`src/rtl/adc_capture_pkg.sv`:
```
// Shared types and constants for the ADC capture writer: FSM states,
// trigger-mode encodings and the default sample width.
package adc_capture_pkg;

    typedef enum logic [1:0] {
        IDLE    = 2'd0,
        ARMED   = 2'd1,
        CAPTURE = 2'd2
    } cap_state_t;

    localparam logic TRIG_IMMEDIATE = 1'b0;
    localparam logic TRIG_RISING    = 1'b1;

    localparam int ADC_DATA_WIDTH = 16;

endpackage

```
`src/rtl/adc_trig_detect.sv`:
```
// Trigger detector: remembers the previous armed sample and flags either the
// first valid sample (immediate) or a signed rising crossing of trig_level.
module adc_trig_detect
    import adc_capture_pkg::*;
#(
    parameter int DATA_WIDTH = ADC_DATA_WIDTH
) (
    input  logic                         clk,
    input  logic                         rst,
    input  logic signed [DATA_WIDTH-1:0] sample,
    input  logic                         sample_valid,
    input  logic                         eval_en,
    input  logic                         clear,
    input  logic                         trig_mode,
    input  logic signed [DATA_WIDTH-1:0] trig_level,
    output logic                         trig
);

    logic signed [DATA_WIDTH-1:0] prev_q, prev_d;
    logic                         prev_valid_q, prev_valid_d;
    logic                         crossing;

    // A crossing needs a remembered sample below the level and a new one at/above it.
    assign crossing = prev_valid_q && (prev_q < trig_level) && (sample >= trig_level);

    always_comb begin
        prev_d       = prev_q;
        prev_valid_d = prev_valid_q;
        trig         = 1'b0;
        if (clear) begin
            prev_valid_d = 1'b0;
        end else if (eval_en && sample_valid) begin
            prev_d       = sample;
            prev_valid_d = 1'b1;
            if (trig_mode == TRIG_RISING) begin
                trig = crossing;
            end else begin
                trig = 1'b1;
            end
        end
    end

    always_ff @(posedge clk) begin
        if (rst) begin
            prev_q       <= '0;
            prev_valid_q <= 1'b0;
        end else begin
            prev_q       <= prev_d;
            prev_valid_q <= prev_valid_d;
        end
    end

endmodule

```
`src/rtl/adc_capture_writer.sv`:
```
// Armed-trigger ADC capture that writes NUM_TO_WRITE samples into a FIFO.
// Optional decimation is enabled by defining ADC_CAPTURE_DECIM_EN.
module adc_capture_writer
    import adc_capture_pkg::*;
#(
    parameter int DATA_WIDTH   = ADC_DATA_WIDTH,
    parameter int NUM_TO_WRITE = 10,
    parameter int CNT_W        = $clog2(NUM_TO_WRITE + 1)
) (
    input  logic                         clk,
    input  logic                         rst,
    input  logic signed [DATA_WIDTH-1:0] sample,
    input  logic                         sample_valid,
    input  logic                         arm,
    input  logic                         trig_mode,
    input  logic signed [DATA_WIDTH-1:0] trig_level,
`ifdef ADC_CAPTURE_DECIM_EN
    input  logic [7:0]                   decim,
`endif
    output logic [DATA_WIDTH-1:0]        din,
    output logic                         wr_en,
    input  logic                         full,
    output logic                         busy,
    output logic                         done,
    output logic                         overflow
);

    cap_state_t             state_q, state_d;
    logic [CNT_W-1:0]       cnt_q, cnt_d;
    logic [DATA_WIDTH-1:0]  din_q, din_d;
    logic                   wr_en_q, wr_en_d;
    logic                   done_q, done_d;
    logic                   overflow_q, overflow_d;
    logic                   take;
    logic                   trig;
    logic                   trig_clear;
    logic                   trig_eval;

`ifdef ADC_CAPTURE_DECIM_EN
    logic [7:0] phase_q, phase_d;

    function automatic logic [7:0] next_phase(input logic [7:0] p, input logic [7:0] d);
        if (d <= 8'd1 || p >= d - 8'd1) begin
            return 8'd0;
        end
        return p + 8'd1;
    endfunction
`endif

    // Arm in IDLE or ARMED forgets the previous sample; samples on that cycle are not evaluated.
    assign trig_clear = arm && (state_q != CAPTURE);
    assign trig_eval  = (state_q == ARMED) && !arm;

    adc_trig_detect #(
        .DATA_WIDTH(DATA_WIDTH)
    ) u_trig (
        .clk          (clk),
        .rst          (rst),
        .sample       (sample),
        .sample_valid (sample_valid),
        .eval_en      (trig_eval),
        .clear        (trig_clear),
        .trig_mode    (trig_mode),
        .trig_level   (trig_level),
        .trig         (trig)
    );

    // The final write leaves the counter at NUM_TO_WRITE; the next cycle retires to IDLE with done.
    always_comb begin
        state_d    = state_q;
        cnt_d      = cnt_q;
        din_d      = din_q;
        wr_en_d    = 1'b0;
        done_d     = 1'b0;
        overflow_d = overflow_q;
        take       = 1'b0;
`ifdef ADC_CAPTURE_DECIM_EN
        phase_d    = phase_q;
`endif
        case (state_q)
            IDLE: begin
                if (arm) begin
                    state_d    = ARMED;
                    cnt_d      = '0;
                    overflow_d = 1'b0;
`ifdef ADC_CAPTURE_DECIM_EN
                    phase_d    = 8'd0;
`endif
                end
            end
            ARMED: begin
                if (trig) begin
                    take    = 1'b1;
                    state_d = CAPTURE;
`ifdef ADC_CAPTURE_DECIM_EN
                    phase_d = next_phase(8'd0, decim);
`endif
                end
            end
            CAPTURE: begin
                if (cnt_q == CNT_W'(NUM_TO_WRITE)) begin
                    state_d = IDLE;
                    done_d  = 1'b1;
                end else if (sample_valid) begin
`ifdef ADC_CAPTURE_DECIM_EN
                    take    = (phase_q == 8'd0);
                    phase_d = next_phase(phase_q, decim);
`else
                    take    = 1'b1;
`endif
                end
            end
            default: state_d = IDLE;
        endcase

        if (take) begin
            if (full) begin
                overflow_d = 1'b1;
            end else begin
                din_d   = sample;
                wr_en_d = 1'b1;
                cnt_d   = cnt_q + CNT_W'(1);
            end
        end
    end

    always_ff @(posedge clk) begin
        if (rst) begin
            state_q    <= IDLE;
            cnt_q      <= '0;
            din_q      <= '0;
            wr_en_q    <= 1'b0;
            done_q     <= 1'b0;
            overflow_q <= 1'b0;
        end else begin
            state_q    <= state_d;
            cnt_q      <= cnt_d;
            din_q      <= din_d;
            wr_en_q    <= wr_en_d;
            done_q     <= done_d;
            overflow_q <= overflow_d;
        end
    end

`ifdef ADC_CAPTURE_DECIM_EN
    always_ff @(posedge clk) begin
        if (rst) begin
            phase_q <= 8'd0;
        end else begin
            phase_q <= phase_d;
        end
    end
`endif

    assign din      = din_q;
    assign wr_en    = wr_en_q;
    assign done     = done_q;
    assign overflow = overflow_q;
    assign busy     = (state_q != IDLE);

endmodule

```
`config.mk`:
```
export PLATFORM = sky130hd
export DESIGN_NAME = adc_capture_writer
export DESIGN_NICKNAME = d
export VERILOG_FILES = /design/src/rtl/adc_capture_pkg.sv /design/src/rtl/adc_trig_detect.sv /design/src/rtl/adc_capture_writer.sv
export SDC_FILE = /design/constraint.sdc
export NUM_CORES = 1
export LEC_CHECK = 0
export ABC_AREA = 1
export BUFFER_PORTS_ARGS = -buffer_cell sky130_fd_sc_hd__buf_2
export CORE_AREA = 2 2 91 58
export CTS_CLUSTER_DIAMETER = 200
export DETAILED_ROUTE_END_ITERATION = 10
export DIE_AREA = 0 0 93 60
export GPL_ROUTABILITY_DRIVEN = 0
export PLACE_DENSITY = 0.82
export SLEW_MARGIN = 10
export SYNTH_ARGS = -nofsm -noshare
export SYNTH_HDL_FRONTEND = slang
export SYNTH_SLANG_ARGS = --single-unit
```
`constraint.sdc`:
```
create_clock -name clk -period 3.22 [get_ports clk]
set_input_delay 0.644 -clock clk [delete_from_list [all_inputs] [get_ports clk]]
set_output_delay 0.644 -clock clk [all_outputs]
set_load 0.005 [all_outputs]
```
Word level (Yosys, flattened, before mapping)
Index checks and enable logic that the tools add are counted.
{ "op_classes": {"n_addsub": 1, "magnitude_cmp": 2, "eq_ne": 7, "muxes": 21, "n_bitwise": 4, "reduce_logical": 14} }
{ "ops": {"columns": ["cell", "count"], "rows": [
  ["$ge A16 B16 Y1", 1],
  ["$lt A16 B16 Y1", 1],
  ["$mux W4", 4],
  ["$mux W1", 12],
  ["$ne A2 B2 Y1 const B", 4],
  ["$mux W2", 3],
  ["$pmux W2 S3", 1],
  ["$reduce_or A2 Y1", 3],
  ["$logic_and A1 B1 Y1", 5],
  ["$add A4 B1 Y4 const B", 1],
  ["$eq A4 B4 Y1 const B", 1],
  ["$not A1 Y1", 4],
  ["$reduce_and A2 Y1", 2],
  ["$reduce_and A3 Y1", 1],
  ["$eq A2 B1 Y1 const B", 1],
  ["$eq A2 B2 Y1 const B", 1],
  ["$logic_not A2 Y1", 1],
  ["$pmux W1 S2", 1],
  ["$reduce_bool A2 Y1", 1],
  ["$logic_not A1 Y1", 1]
]} }
{ "totals": {"register_bits": 42, "input_bits": 38, "elab_cells": 57} }

Longest topological paths before layout
Gate-level depths: netlist (run 1).
{ "logic_depth": {"word_depth": 10, "depth_mapped": 20, "ltp_nobuf": 19} }

By module
Synthesis (run 1) repeated with hierarchy kept, for this count alone.
{ "unflattened": {"cells_unflattened": 442, "hier_area_um2": 2887.8} }
{ "by_module_without_submodules": {"columns": ["mod", "instances", "cells_each", "area_per_inst_um2"], "rows": [
  ["adc_trig_detect", 1, 222, 1476.4],
  ["adc_capture_writer", 1, 220, 1411.4]
]} }

Worst setup path before layout (run 1)
Ideal clock, no wire load.
{ "synth_timing": {"path_kind": "input to register", "start": "in trig_level[15]", "end": "reg din_q[10], in the netlist din[10]", "arrival_ns": 2.245, "path_slack_ns": 0.865, "cell_stages": 18, "path_cell_list": "inv_1 -> ha_1 -> nand2_1 -> nor2_2 -> nand2_1 -> nor2_1 -> nand2_1 -> nand3_1 -> nand2_1 -> nand3_1 -> nand4_1 -> nand2_1 -> nand2_2 -> nand2_2 -> buf_2 -> nand4_1 -> nand2_1 -> nor2_1"} }
{ "synth_between": {"elab_chain_len": 9, "word_cells_on_any_way": 10, "cone_classes": "order compare: 2; mux: 5; reduce/logical: 3"} }
{ "synth_rtl": {"columns": ["element", "line", "source"], "rows": [
  ["from (decl)", "adc_capture_writer.sv:16", "input logic signed [DATA_WIDTH-1:0] trig_level,"],
  ["$lt A16 B16 Y1", "adc_trig_detect.sv:24", "assign crossing = prev_valid_q && (prev_q < trig_level) && (sample >= trig_level);"],
  ["$logic_and A1 B1 Y1", "adc_trig_detect.sv:24", null],
  ["$logic_and A1 B1 Y1 (*)", "adc_trig_detect.sv:24", null],
  ["$mux W1 (*)", "adc_trig_detect.sv:35", "if (trig_mode == TRIG_RISING) begin"],
  ["$mux W1 (*)", "adc_trig_detect.sv:32", "end else if (eval_en && sample_valid) begin"],
  ["$mux W1 (*)", "adc_trig_detect.sv:30", "if (clear) begin"],
  ["$mux W1 (*)", "adc_capture_writer.sv:92", "if (trig) begin"],
  ["$pmux W1 S2 (*)", "adc_capture_writer.sv:80", "case (state_q)"],
  ["$reduce_and A2 Y1 (no line) (*)", null, null],
  ["to (signal assigned)", "adc_capture_writer.sv:138", "din_q <= din_d;"],
  ["to (decl)", "adc_capture_writer.sv:30", "logic [DATA_WIDTH-1:0] din_q, din_d;"]
]} }
Every way passes the cells marked *; elsewhere a longest branch is shown, timed or not.
A chain may end at the register's enable or synchronous reset.

Worst setup path in the final report (run 1)
{ "layout_timing": {"start": "in trig_level[15]", "end": "reg din_q[8], in the netlist din[8]"} }
The elaborated chain is that of the path after synthesis.

==> summary.txt, run 1 <==
Status
  – Status: complete, no violations

Pwr
  – Final Power: 1.47 mW
  – Worst vdd ir: 537 µV
  – Comb pwr share: 34.6%
  – Power Density: 469 nW/µm²
  – Seq pwr share: 41.5%
  – Internal: 0.923 mW
  – Sw frac: 37.4%
  – Leak pwr: 1.79 nW
  – Clk pwr share: 23.9%
  – Switching Power: 0.551 mW

Synth
  – Synthesized area per cell: 6.73 µm²
  – Mux share of post-synthesis cell area: 0.367%
  – Seq cells post-synth: 42
  – Yosys cell types: 23
  – Sequential element share of the synthesized area: 30.8%
  – Yosys warns: 0
  – Syn nets: 481
  – Adder-Cell Fraction of Synth Area: 17.4%
  – Largest family of logic cells by synthesized area: simple AND/OR/NAND/NOR gates
  – Mapped Area: 2730 µm²
  – XOR/XNOR Fraction of Synth Area: 0.321%
  – Compound-cell area share of the yosys netlist: 11.2%
  – Simple-gate area share of the yosys netlist: 25.2%
  – Post-Synthesis Cells: 405

Die
  – Row cnt: 20
  – Die span in x: 93 µm
  – Core outline area: 4800 µm²
  – Die area: 5580 µm²
  – Die height: 60 µm
  – Top Ports: 58
  – Starting density of the core: 56.8%

Critical path
  – Top cell by count, worst path: nand2_1
  – Worst Path Buf+Inv: 3
  – Launch point of the worst path: trig_level[15]
  – CP max-delay cell: ha_1
  – CP max FO: 22
  – Worst EP arrival: 2850 ps
  – Critical path's top delay family: simple AND/OR/NAND/NOR gates
  – Critical path type: primary input to flop
  – Crit start category: primary input
  – Max incr delay on CP: 320 ps
  – Number of cells on the critical path: 19
  – Element type at the critical path end: flop
  – Reg2Reg Depth: 16
  – CP Cell Sequence: buf_2, inv_1, ha_1, nand2_1, nor2_2, nand2_1, nor2_1, nand2_1, nand3_1, nand2_1, nand3_1, nand4_1, nand2_1, nand2_2, nand2_2, nand3_4, nand2_1, inv_1, nor2_1
  – Worst EP required: 3450 ps
  – Critical R2R Launch: u_trig.prev_q[5]

Timing
  – Peak Freq: 0.382 GHz
  – Actual slew at the worst max-slew pin: 894 ps
  – Final Hold Viols: 0
  – Final Critical Period: 2620 ps
  – Final setup margin: 599 ps
  – Final setup viols: 0
  – Slew margin rel.: 40.0%
  – Fin crit share: 81.4%
  – Skew final: 4.38 ps
  – RSZ-0062 raised after global routing: false
  – Post-Route Setup TNS: 0 ps
  – Max Transition Viols Final: 0

Place
  – DP HPWL: 4750 µm
  – DP Worst Slack: 309 ps
  – PortBufs: 57

Min path
  – Worst Hold Launch: u_trig.prev_q[0]
  – Hold Path Class: flop to flop
  – Cells on Worst Hold Path: 2

Global route
  – Total GRT Usage: 23.1%
  – Number of global-route vias before repair: 2,452
  – Largest net degree at the start of global routing: 38
  – First-pass GRT wire length: 10,300 µm
  – Global route overflow: 0
  – Initial antenna violation count: 0

Route
  – Vias post-DR: 2,637
  – DR pass1 iterations: 4
  – Remaining DRCs: 0
  – Via density: 5.03
  – Post-DR wirelength/cell: 11.4 µm
  – Final antenna-violating net count: 0
  – Routed wire length: 5990 µm
  – Initial DRC Count: 122

CTS
  – TritonCTS Buffers: 5
  – Reg clk slew, reported paths: 80 ps
  – Root Driver: clkbuf_8
  – CTS tree: done
  – Maximum clock path buffer count: 2
  – H-Tree Level Count: 2
  – Number of gates resized after CTS: 0
  – Post-CTS setup buffers: 0
  – Hold buffers post-CTS: 0
  – Worst skew pair latency: 290 ps
  – Clk sinks: 42

Final layout
  – Fin util: 65.3%
  – Total inserted antenna cells: 0
  – # nets final: 533
  – Fillers: 465
  – FF/Latch Area: 841 µm²
  – Area of the multi-input gates: 1490 µm²
  – Area Growth Syn to Fin: 15.1%
  – Layout cells sized above 1: 15.3%

Job
  – Max_cap viols: 0
[per-stage QoR]
step	hold slack, ps	instances	area [µm²]
after global routing	501	524	3140
after floorplan	430	405	2730
after global placement	445	516	3040
after detailed placement	453	516	3040
final	473	524	3140
after CTS	464	524	3140
[kinds of logic after synthesis]
| group | count (synthesis) |
|---|---|
| AND/OR/NAND/NOR | 159 |
| flip-flops | 42 |
| multiplexers | 1 |
| buffers and inverters | 104 |
| adder cells (fa/ha/maj) | 38 |
| XOR/XNOR | 1 |
| AO/OA/AOI/OAI | 60 |
[path summary, 6_finish.rpt]
| path | endpoint | slack (ps) |
|---|---|---|
| worst max-delay path | din[8] | 600 |
| worst max register to register | din[8] | 800 |
| worst min-delay path | u_trig.prev_q[0] | 470 |
| worst min register to register | u_trig.prev_q[0] | 470 |
[worst register-to-register path, cell delays in order (launching register included)]
cell     delay (ps)
dfxtp_1         320
ha_1            290
a21oi_1         170
nor2_1           60
nor3_1          150
nand2_1          80
nand2_1         110
nand2_1          60
nand2_1          60
nand4_1          80
nand2_1          70
nand2_2          60
nand2_2         300
nand3_4         270
nand2_1         140
inv_1            50
nor2_1           90
[per-layer routing]
metal  up-vias  part of all wire (%)  global-route usage [%]  wire length (µm)
met4         0                   1.9                    6.09               112
li1       1373                     -                       -                 -
met1      1172                    48                    30.7              2880
met5         -                     0                       0                 0
met3        13                   6.0                    4.54               362
met2        79                    44                    39.2              2630
[registers in the layout, summed over array words and instances, names as in the netlist]
signal               cells
cnt_q                    4
u_trig.prev_q           16
done                     1
din                     16
u_trig.prev_valid_q      1
state_q                  2
wr_en                    1
overflow                 1
[power by group through the flow]
stage | clock, mW | combinational [mW] | sequential, mW
finish | 0.352 | 0.510 | 0.611
global route | 0.382 | 0.601 | 0.618
CTS | 0.358 | 0.507 | 0.611
detailed placement | 0 | 0.504 | 0.623
global placement | 0 | 0.483 | 0.621
floorplan | 0 | 0.379 | 0.618
[cell usage after synthesis, drive strengths merged]
master  instances  area share (%)
nand2          90              13
nor3            1            0.18
clkbuf          8             1.1
nor4            1            0.23
inv            90              12
buf             5             1.1
o21bai          1            0.28
a21oi          32             5.9
xor2            1            0.32
a22oi           1            0.28
nand4          21             4.8
ha             38              17
nor2           35             4.9
o21ai          26             4.8
nand3          11             2.5
clkinv          1            0.14
dfxtp          42              31
mux2i           1            0.37
[cell type report]
class	instances	share of cell area [%]
clock buffer	6	2.63
clock inverter	2	0.399
inverter	91	10.9
multi-input combinational	259	47.3
sequential	42	26.8
tap	66	2.63
timing repair buffer	58	9.33
[cell usage in the layout (no fill, tap or decap), types with 2 or more instances in the layout]
cell / instances
buf_2: 57
a21oi_1: 32
nand2_1: 88
nand4_1: 21
ha_1: 38
o21ai_0: 26
nor2_1: 34
dfxtp_1: 42
inv_1: 90
nand2_2: 2
clkbuf_8: 6
nand3_1: 10
No activity file was read; power rests on OpenSTA's default activity.
==> run 2, diff against run 1 <==
CORE_AREA = 2 2 99 63   (was 2 2 91 58)
DIE_AREA = 0 0 101 65   (was 0 0 93 60)
PLACE_DENSITY = 0.73   (was 0.82)
clock period = 2.2 ns   (was 3.22 ns; I/O delays follow)
==> summary.txt, run 2 (synthesis results as in run 1) <==
Die
  – Die span in x: 101 µm
  – Die area: 6570 µm²
  – Row cnt: 22
  – Core outline area: 5780 µm²
  – Starting density of the core: 47.2%
  – Die height: 65 µm
  – Top Ports: 58

Timing
  – Max Transition Viols Final: 0
  – RSZ-0062 raised after global routing: true
  – Slew margin rel.: 39.6%
  – Skew final: 3.74 ps
  – Final setup viols: 0
  – Final Critical Period: 2080 ps
  – Peak Freq: 0.480 GHz
  – Final setup margin: 117 ps
  – Actual slew at the worst max-slew pin: 900 ps
  – Post-Route Setup TNS: 0 ps
  – Final Hold Viols: 0
  – Fin crit share: 94.7%
  – Fin Hold WS: 371 ps

CTS
  – H-Tree Level Count: 2
  – Worst skew pair latency: 290 ps
  – Maximum clock path buffer count: 2
  – Clk sinks: 42
  – Root Driver: clkbuf_8
  – TritonCTS Buffers: 5
  – Reg clk slew, reported paths: 80 ps
  – CTS tree: done
  – Hold buffers post-CTS: 0

Final layout
  – Most common cell after layout, fill and taps aside: nand2_1
  – Area Growth Syn to Fin: 39.9%
  – Most frequent cells in the layout: nand2_1, inv_1, buf_2
  – Fin util: 66.0%
  – Finished Layout Cells: 556
  – Total inserted antenna cells: 0
  – Area of the multi-input gates: 1820 µm²
  – Layout cells sized above 1: 30.2%
  – # nets final: 559
  – Fillers: 488
  – Fin area: 3820 µm²
  – FF/Latch Area: 847 µm²

Critical path
  – Element type at the critical path end: flop
  – FF-to-FF setup slack: 120 ps
  – Crit start category: primary input
  – Critical path type: primary input to flop
  – Worst EP required: 2390 ps
  – Worst EP arrival: 2270 ps
  – CP max FO: 7

Status
  – Status: complete, no violations

Pwr
  – Final Power: 2.69 mW
  – Power Density: 705 nW/µm²
  – Worst vdd ir: 700 µV
  – Leak pwr: 1.98 nW

Route
  – DR pass1 iterations: 6
  – Final antenna-violating net count: 0
  – Post-DR wirelength/cell: 12.8 µm
  – Routed wire length: 7110 µm
  – Remaining DRCs: 0
  – Via density: 4.99
  – Vias post-DR: 2,775
  – Initial DRC Count: 118

Global route
  – First-pass GRT wire length: 10,500 µm
  – Initial antenna violation count: 0
  – Total GRT Usage: 20.0%
  – Number of global-route vias before repair: 2,401
  – Global route overflow: 0
  – Largest net degree at the start of global routing: 38

Place
  – DP HPWL: 4800 µm
  – DP Worst Slack: -264 ps
  – Placed cells: 543
  – PortBufs: 57
  – Dpl cell area: 3220 µm²

Job
  – Max_cap viols: 0

Min path
  – Hold Path Class: primary input to flop
run 2: changes by cell type in the layout (fill, tap and decap cells not counted), moves of 6 or more:
cell	delta
inv_2	+7
ha_4	+16
buf_4	+23
buf_6	+7
nand2_1	-6
inv_1	-12
buf_2	-9
ha_1	-16
run 2: per-layer routing:
metal	global-route usage [%]	wire length (µm)	part of all wire, %
met5	0	0	0
met3	3.78	322	4.5
met2	33.8	3350	47
met1	26.8	3380	48
met4	4.22	62	0.87
run 2: area by class of cell:
type / instances / share of cell area [%]
multi-input cells: 261 / 47.7
flip-flops and latches: 42 / 22.2
repair buffers: 82 / 14.7
inverters: 91 / 9.34
well taps: 72 / 2.36
clock buffers: 6 / 2.16
clock inverters: 2 / 1.57
run 2: power by group:
| group | internal (mW) | switching (mW) |
|---|---|---|
| registers | 0.846 | 0.0558 |
| clock network | 0.484 | 0.282 |
| logic | 0.415 | 0.608 |
run 2: worst paths after layout:
path | cells after the start | startpoint | endpoint
max | 17 | sample[8] | cnt_q[3]
min | 2 | arm | u_trig.prev_valid_q
max reg2reg | 12 | u_trig.prev_q[14] | cnt_q[3]
min reg2reg | 2 | u_trig.prev_q[0] | u_trig.prev_q[0]
run 2: critical path: stages:
cell,delay [ps]
buf_2,130
ha_4,270
nand2_4,60
nor2_4,130
nand2_2,60
nor2_2,110
nand2_1,80
nand3_1,90
nand2_1,60
nand3_1,60
nand4_1,80
nand2_1,80
nand2_2,100
nand2_8,140
nand2_1,140
o21ai_1,170
nor2_1,60
run 2: repair_timing:
action                                  4_1_cts  5_1_grt
setup buffers                                 0        2
gates resized for setup                       0       81
endpoints found under the setup margin        0       23
==> run 3, diff against run 2 <==
CELL_PAD_IN_SITES_DETAIL_PLACEMENT = 1   (was unset)
CELL_PAD_IN_SITES_GLOBAL_PLACEMENT = 2   (was unset)
CORE_AREA = 2 2 133 83   (was 2 2 99 63)
DIE_AREA = 0 0 135 85   (was 0 0 101 65)
PLACE_DENSITY = 0.74   (was 0.73)
==> summary.txt, run 3 (synthesis results as in run 1) <==
Status
  – Status: complete, no violations

Place
  – DP HPWL: 6500 µm
  – PortBufs: 57

CTS
  – CTS tree: done
  – Maximum clock path buffer count: 2
  – Reg clk slew, reported paths: 60 ps
  – H-Tree Level Count: 2
  – Root Driver: clkbuf_16
  – Clk sinks: 42
  – Worst skew pair latency: 290 ps
  – Hold buffers post-CTS: 0
  – TritonCTS Buffers: 5

Timing
  – Peak Freq: 0.468 GHz
  – Max Transition Viols Final: 0
  – Slew margin rel.: 48.5%
  – RSZ-0062 raised after global routing: true
  – Final Hold Viols: 0
  – Fin crit share: 97.1%
  – Final Critical Period: 2140 ps
  – Actual slew at the worst max-slew pin: 768 ps
  – Fin Hold WS: 359 ps
  – Skew final: 5.35 ps
  – Final setup viols: 0

Die
  – Core outline area: 10,300 µm²
  – Die area: 11,500 µm²
  – Starting density of the core: 26.5%
  – Top Ports: 58
  – Die height: 85 µm
  – Die span in x: 135 µm
  – Row cnt: 29

Critical path
  – Launch point of the worst path: sample[12]
  – Max incr delay on CP: 270 ps
  – Element type at the critical path end: flop
  – CP max FO: 8
  – CP Cell Sequence: buf_2, ha_4, nand2_4, nor2_4, nand2_2, nor2_4, nand2_2, nand3_2, nand2_1, nand3_1, nand4_1, nand2_1, nand2_2, nand2_8, buf_6, nand4_1, nand2_1, nor2_1
  – FF-to-FF setup slack: 100 ps
  – Crit start category: primary input
  – Critical R2R Launch: u_trig.prev_q[15]
  – Critical path's top delay family: simple AND/OR/NAND/NOR gates
  – Critical path type: primary input to flop
  – CP max-delay cell: ha_4
  – Worst Path Buf+Inv: 2
  – Worst EP arrival: 2320 ps
  – Worst EP required: 2390 ps

Global route
  – Number of global-route vias before repair: 2,824
  – Total GRT Usage: 15.4%
  – First-pass GRT wire length: 13,900 µm
  – Initial antenna violation count: 0
  – Largest net degree at the start of global routing: 32
  – Global route overflow: 0

Final layout
  – Total inserted antenna cells: 0
  – Fillers: 1,285
  – Most frequent cells in the layout: inv_1, nand2_1, buf_2
  – Most common cell after layout, fill and taps aside: inv_1
  – Fin util: 40.1%
  – Layout cells sized above 1: 37.9%
  – # nets final: 568
  – Area Growth Syn to Fin: 51.4%

Route
  – Initial DRC Count: 97
  – Remaining DRCs: 0
  – Post-DR wirelength/cell: 14.3 µm
  – Final antenna-violating net count: 0
  – Via density: 4.42
  – DR pass1 iterations: 4
  – Routed wire length: 9030 µm
  – Vias post-DR: 2,793

Pwr
  – Power Density: 689 nW/µm²
  – Leak pwr: 2.03 nW
  – Worst vdd ir: 350 µV

Min path
  – Worst Hold Launch: arm
  – Hold Path Class: primary input to flop

Job
  – Max_cap viols: 0
[run 3: changes by cell type in the layout (fill, tap and decap cells not counted), sizes merged]
cell and change:
clkinvlp +1, buf +9, bufinv -2, clkinv +1
[run 3: worst paths after layout]
kind                            cells after the start                  end
worst max register to register                     13               din[0]
worst min-delay path                                2  u_trig.prev_valid_q
worst max-delay path                               18               din[0]
worst min register to register                      2             overflow
[run 3: metal layers]
metal,global-route usage (%),part of all wire (%),vias up
met2,23.7,44,40
met3,3.52,3.7,6
met5,0,0,-
met1,22.2,51,1299
met4,2.84,0.57,0
li1,-,-,1448
[run 3: layout make-up]
cell class | count | area, µm² | share of cell area [%]
Clock buffer | 6 | 139 | 3.36
Inverter | 91 | 352 | 8.51
Multi-Input combinational cell | 261 | 1970 | 47.7
Timing Repair Buffer | 91 | 634 | 15.4
Clock inverter | 2 | 12.5 | 0.303
Tap cell | 139 | 174 | 4.21
Sequential cell | 42 | 847 | 20.5
[run 3: where the power goes]
part | internal, mW | switching, mW | leakage, nW | total, mW
Combinational | 0.462 | 0.693 | 1.61 | 1.16
Sequential | 0.848 | 0.0642 | 0.342 | 0.912
Clock | 0.450 | 0.328 | 0.0729 | 0.778
Total | 1.76 | 1.09 | 2.03 | 2.85
[run 3: worst reg2reg max path, delay by kind of cell, from the launching register on]
family                   cells  cell delay (ps)
adder cells (fa/ha/maj)      1              300
buffers and inverters        1              140
flip-flops                   1              350
AND/OR/NAND/NOR             11             1220
[run 3: stage by stage]
step                instance area [µm²]  TNS (ps)  setup WS (ps)  power [mW]  cells
floorplan                          2730         0           49.3        1.46    405
global placement                   3350     -4580           -245        1.78    618
detailed placement                 3350     -7070           -373        1.81    618
CTS                                3570     -37.8          -8.82        2.67    628
global route                       4130     -1880           -132        3.06    632
finish                             4130         0           64.8        2.85    632
[run 3: timing repair]
item                                    CTS  global route
pin swaps                                 2            41
gates resized for setup                   7           114
endpoints found under the setup margin   17            24
gates cloned                              2             1
setup buffers                             0             3
